**src/rtl/pipelined_ripple_adder_pkg.sv**
```systemverilog
// Shared definitions for the segmented, pipelined ripple-carry add/subtract unit.
// Holds the stage-count math, the legality check and the per-stage control record.
package pipelined_ripple_adder_pkg;

    localparam int unsigned DefWidth    = 16;
    localparam int unsigned DefSegWidth = 4;

    // A zero segment width yields one stage so elaboration reaches the legality check.
    function automatic int unsigned calc_nseg(int unsigned width, int unsigned seg_width);
        return (seg_width == 0) ? 1 : width / seg_width;
    endfunction

    function automatic bit is_legal(int unsigned width, int unsigned seg_width);
        return (seg_width != 0) && (width >= seg_width) && (width % seg_width == 0);
    endfunction

    function automatic logic fa_carry(logic x, logic y, logic c);
        return (x & y) | (x & c) | (y & c);
    endfunction

    // Control part of a stage record; the sum and operand slices sit beside it as
    // WIDTH-wide vectors in the top.
    typedef struct packed {
        logic valid;
        logic carry;
        logic cmsb;
    } stage_ctl_t;

endpackage

```
**src/rtl/pipelined_ripple_adder_rca_segment.sv**
```systemverilog
// Combinational SEG_WIDTH-bit ripple of full adders for one pipeline stage.
// Also exposes the carry into its MSB so the last stage can flag signed overflow.
module rca_segment
    import pipelined_ripple_adder_pkg::*;
#(
    parameter int unsigned SEG_WIDTH = DefSegWidth
) (
    input  logic [SEG_WIDTH-1:0] a,
    input  logic [SEG_WIDTH-1:0] b,
    input  logic                 cin,
    output logic [SEG_WIDTH-1:0] s,
    output logic                 cout,
    output logic                 cmsb
);

    always_comb begin
        logic carry;
        carry = cin;
        cmsb  = cin;
        s     = '0;
        for (int i = 0; i < int'(SEG_WIDTH); i++) begin
            if (i == int'(SEG_WIDTH) - 1) begin
                cmsb = carry;
            end
            s[i]  = a[i] ^ b[i] ^ carry;
            carry = fa_carry(a[i], b[i], carry);
        end
        cout = carry;
    end

endmodule

```
**src/rtl/pipelined_ripple_adder.sv**
```systemverilog
// Pipelined add/subtract: WIDTH-bit ripple split into NSEG registered segments with a
// valid/ready stream interface, a global stall and a signed-overflow flag.
module pipelined_ripple_adder
    import pipelined_ripple_adder_pkg::*;
#(
    parameter int unsigned WIDTH     = DefWidth,
    parameter int unsigned SEG_WIDTH = DefSegWidth
) (
    input  logic             clk,
    input  logic             rst,
    input  logic             in_valid,
    output logic             in_ready,
    input  logic [WIDTH-1:0] a,
    input  logic [WIDTH-1:0] b,
    input  logic             cin,
    input  logic             sub,
    output logic             out_valid,
    input  logic             out_ready,
    output logic [WIDTH-1:0] sum,
    output logic             cout,
    output logic             ovf
);

    localparam int unsigned NSEG = calc_nseg(WIDTH, SEG_WIDTH);

    if (!is_legal(WIDTH, SEG_WIDTH)) begin : g_illegal_params
        $fatal(1, "pipelined_ripple_adder: WIDTH must be a positive multiple of SEG_WIDTH");
    end

    logic             advance;
    logic [WIDTH-1:0] b_eff;
    logic             c0;

    // Registered stage records.
    stage_ctl_t       ctl_q [NSEG];
    logic [WIDTH-1:0] sum_q [NSEG];
    logic [WIDTH-1:0] a_q   [NSEG];
    logic [WIDTH-1:0] b_q   [NSEG];

    // Inputs seen by each stage's adder, and the resulting next-state record.
    stage_ctl_t       ctl_d     [NSEG];
    logic [WIDTH-1:0] sum_d     [NSEG];
    logic [WIDTH-1:0] stage_a   [NSEG];
    logic [WIDTH-1:0] stage_b   [NSEG];
    logic [WIDTH-1:0] stage_sin [NSEG];
    logic             stage_cin [NSEG];
    logic             stage_vin [NSEG];

    logic [SEG_WIDTH-1:0] seg_sum  [NSEG];
    logic                 seg_cout [NSEG];
    logic                 seg_cmsb [NSEG];

    assign b_eff = sub ? ~b : b;
    assign c0    = sub ? ~cin : cin;

    // Global stall: every stage moves together, bubbles are never squeezed out.
    assign advance  = out_ready | ~out_valid;
    assign in_ready = advance & ~rst;

    for (genvar k = 0; k < int'(NSEG); k++) begin : g_stage
        if (k == 0) begin : g_first
            assign stage_a[k]   = a;
            assign stage_b[k]   = b_eff;
            assign stage_sin[k] = '0;
            assign stage_cin[k] = c0;
            assign stage_vin[k] = in_valid & in_ready;
        end else begin : g_next
            assign stage_a[k]   = a_q[k-1];
            assign stage_b[k]   = b_q[k-1];
            assign stage_sin[k] = sum_q[k-1];
            assign stage_cin[k] = ctl_q[k-1].carry;
            assign stage_vin[k] = ctl_q[k-1].valid;
        end

        rca_segment #(
            .SEG_WIDTH (SEG_WIDTH)
        ) u_seg (
            .a    (stage_a[k][k*SEG_WIDTH +: SEG_WIDTH]),
            .b    (stage_b[k][k*SEG_WIDTH +: SEG_WIDTH]),
            .cin  (stage_cin[k]),
            .s    (seg_sum[k]),
            .cout (seg_cout[k]),
            .cmsb (seg_cmsb[k])
        );

        // Slices at and above k are still zero on entry, so OR merges the new slice in.
        assign sum_d[k] = stage_sin[k] | (WIDTH'(seg_sum[k]) << (k * SEG_WIDTH));
        assign ctl_d[k] = '{valid: stage_vin[k], carry: seg_cout[k], cmsb: seg_cmsb[k]};
    end

    always_ff @(posedge clk) begin
        if (rst) begin
            for (int k = 0; k < int'(NSEG); k++) begin
                ctl_q[k] <= '0;
                sum_q[k] <= '0;
                a_q[k]   <= '0;
                b_q[k]   <= '0;
            end
        end else if (advance) begin
            for (int k = 0; k < int'(NSEG); k++) begin
                ctl_q[k] <= ctl_d[k];
                sum_q[k] <= sum_d[k];
                a_q[k]   <= stage_a[k];
                b_q[k]   <= stage_b[k];
            end
        end
    end

    assign out_valid = ctl_q[NSEG-1].valid;
    assign sum       = sum_q[NSEG-1];
    assign cout      = ctl_q[NSEG-1].carry;
    assign ovf       = ctl_q[NSEG-1].carry ^ ctl_q[NSEG-1].cmsb;

endmodule
```
**config.mk**
```make
export PLATFORM = sky130hd
export DESIGN_NAME = pipelined_ripple_adder
export DESIGN_NICKNAME = d
export VERILOG_FILES = /design/src/rtl/pipelined_ripple_adder_pkg.sv /design/src/rtl/pipelined_ripple_adder_rca_segment.sv /design/src/rtl/pipelined_ripple_adder.sv
export SDC_FILE = /design/constraint.sdc
export NUM_CORES = 1
export LEC_CHECK = 0
export CORE_MARGIN = 5
export CORE_UTILIZATION = 40
export DETAILED_ROUTE_END_ITERATION = 10
export GPL_TIMING_DRIVEN = 0
export SETUP_SLACK_MARGIN = 0.2
export SLEW_MARGIN = 0
export SYNTH_ARGS = -nofsm -noshare
export SYNTH_HDL_FRONTEND = slang
export SYNTH_SLANG_ARGS = --single-unit
```
**constraint.sdc**
```tcl
create_clock -name clk -period 8 [get_ports clk]
set_input_delay 0.8 -clock clk [delete_from_list [all_inputs] [get_ports clk]]
set_output_delay 0.8 -clock clk [all_outputs]
set_load 0.02 [all_outputs]
```
==> run_results.csv <==
group,metric,value,unit
worst_setup_path,critical_path_arrival,2.51,ns
synth,synthCells,279,
global_route,grt_use_total,12.7,%
layout,syn_to_final_growth,21.4,%
sta,setup_viol,0,
layout,final_nets,400,
worst_hold_path,hp-class,"reg2reg",
floorplanning,ios,58,
clock_network,cts_root_buffer,"clkbuf_8",
clock_network,cts_sinks,97,
sta,finalCritPeriodShare,41.3,%
worst_setup_path,critPathCaptureType,"output port",
layout,drive_gt1_share,12.8,%
power_and_ir_drop,p_int,0.808,mW
global_route,grt_overflow,0,
sta,max_freq,303,MHz
drt,drtPass1Iterations,4,
power_and_ir_drop,power_frac_seq,58.4,%
drt,drt-total-wl,7.66,mm
floorplanning,placement_rows,38,
sta,fin_setup_tns,0,ns
worst_setup_path,worst_setup_path_start_kind,"input port",
power_and_ir_drop,p_total,1.04,mW
clock_network,ctsLongestPathBuffers,2,
power_and_ir_drop,power_frac_comb,11.6,%
synth,synth.distinct_cells,18,
synth,yosysSeqAreaShare,65.3,%
layout,antenna_cells,0,
clock_network,clk-insertion-delay-late,0.36,ns
place,gp_congestion,0.777,
drt,wire_per_inst,15.6,um
drt,drt-initial-drc-count,119,
clock_network,cts_resized,0,
sta,fin_skew,0.0130,ns
drt,num_vias,2305,
drt,drc,0,
drt,ant_nets,0,
clock_network,clkTransAtPathRegs,0.09,ns
clock_network,postCtsSetupBuffers,0,
status,outcome,"finished clean",
place,dp_hpwl,5.32,mm
worst_setup_path,path_max_fanout,10,
clock_network,htree_num_levels,3,
run,drv_cap,0,
global_route,antenna_found_initial,0,
sta,hold_ws,0.612,ns
floorplanning,fp.dieH,116,um
global_route,first_global_vias,2465,
sta,slew_headroom,61.8,%
floorplanning,start_util,41.0,%
place,numPortBuffers,55,
synth,yosysWarnings,0,
clock_network,cts_tree,"built",
sta,grt_setup_unrepaired,"no",
sta,post-route-min-period,3.31,ns
power_and_ir_drop,switching_share,22.2,%
power_and_ir_drop,clkPwrFrac,30.0,%
synth,synth_area,4460,um^2
floorplanning,core_area,10900,um^2
synth,syn_area_per_cell,16.0,um^2
global_route,grt_max_degree,58,
clock_network,hold_buffers,0,
worst_setup_path,path_class,"in2out",
worst_setup_path,crit_required,7.20,ns
power_and_ir_drop,power.density,192,nW/um^2
global_route,grt_pass1_wl,12.6,mm
sta,worst_pin_slew,0.573,ns
layout,final_common_cell,"edfxtp_1",
clock_network,cts_inserted_buffers,9,
synth,ys_ff_latch,97,
synth,synth_nets,333,
floorplanning,dieArea,13400,um^2
sta,slew_viol_final,0,
sta,hold_viol_final,0,
power_and_ir_drop,ir_drop,95.4,uV
power_and_ir_drop,switchingPower,0.231,mW
layout,final_cell_mix,"edfxtp_1, nor3b_1, clkdlybuf4s50_1",
drt,vias_per_cell,4.69,
power_and_ir_drop,p_leak,1.99,nW
floorplanning,die_w,116,um
-- final cells by class --
| class | instances | area (um^2) |
|---|---|---|
| repair buffers | 56 | 578 |
| clock buffers | 9 | 124 |
| inverters | 24 | 90.1 |
| flip-flops and latches | 97 | 2910 |
| clock inverters | 7 | 70.1 |
| well taps | 140 | 175 |
| plain buffers | 24 | 221 |
| fillers | 945 | 5470 |
| multi-input cells | 134 | 1240 |
-- through the flow --
stage / utilization, % / instance area, um^2 / setup slack [ns] / std cells
3_5_place_dp: 48.0 / 5220 / 4.64 / 475
2_1_floorplan: - / 4460 / 4.14 / 279
6_report: 49.7 / 5420 / 4.69 / 491
4_1_cts: 49.7 / 5420 / 4.67 / 491
5_1_grt: 49.7 / 5420 / 4.61 / 491
3_3_place_gp: 47.6 / 5190 / 2.83 / 474
-- flip-flops by register name, indices dropped and copies added, names as in the netlist --
| signal | cells |
|---|---|
| b_q | 24 |
| a_q | 24 |
| ctl_q | 9 |
| sum_q | 40 |
-- critical path, stage by stage --
cell             delay [ns]
clkdlybuf4s50_1        0.50
nor2b_4                0.05
buf_6                  0.14
buf_8                  0.15
buf_12                 0.15
nor2_1                 0.10
clkdlybuf4s50_1        0.61
-- cell families after synthesis --
logic type | synth area share, %
DFF | 65.3
adders and majority gates | 7.18
buffers and inverters | 6.98
xor gates and xnor gates | 3.53
and+or+nand+nor | 17.0
-- path summary, 6_finish.rpt --
kind,depth (start not counted),to,slack (ns),from
worst max-delay path,7,in_ready,4.69,out_ready
worst min-delay path,1,a_q[0][47],0.61,a_q[0][31]
worst max register to register,8,sum_q[3][15],5.57,a_q[0][44]
worst min register to register,1,a_q[0][47],0.61,a_q[0][31]
-- per-layer routing --
| metal | part of all wire [%] | GRT usage [%] |
|---|---|---|
| met3 | 3.6 | 3.50 |
| met5 | 0 | 0 |
| met1 | 44 | 15.9 |
| met4 | 1.6 | 4.23 |
| met2 | 51 | 21.4 |
-- cell usage after synthesis --
cell type	number	area [um^2]
inv_1	24	90.1
clkbuf_1	6	22.5
xor2_1	5	43.8
buf_6	11	124
nor3_4	3	48.8
buf_2	2	10.0
nor3_2	6	60.1
buf_12	1	20.0
nor3b_1	74	556
nor3_1	14	70.1
edfxtp_1	97	2910
nand2b_1	1	6.26
xnor2_1	13	114
nor2b_4	1	13.8
nor2_1	1	3.75
buf_8	2	30.0
buf_4	2	15.0
fa_1	16	320
-- power by group through the flow --
stage          registers, mW  clock network, mW  logic, mW
2_1_floorplan          0.624                  0     0.0686
3_3_place_gp           0.620                  0      0.121
3_5_place_dp           0.619                  0      0.123
4_1_cts                0.608              0.318      0.124
5_1_grt                0.611              0.342      0.134
6_report               0.607              0.311      0.120
Note: power is estimated with default switching activity, not from simulation.
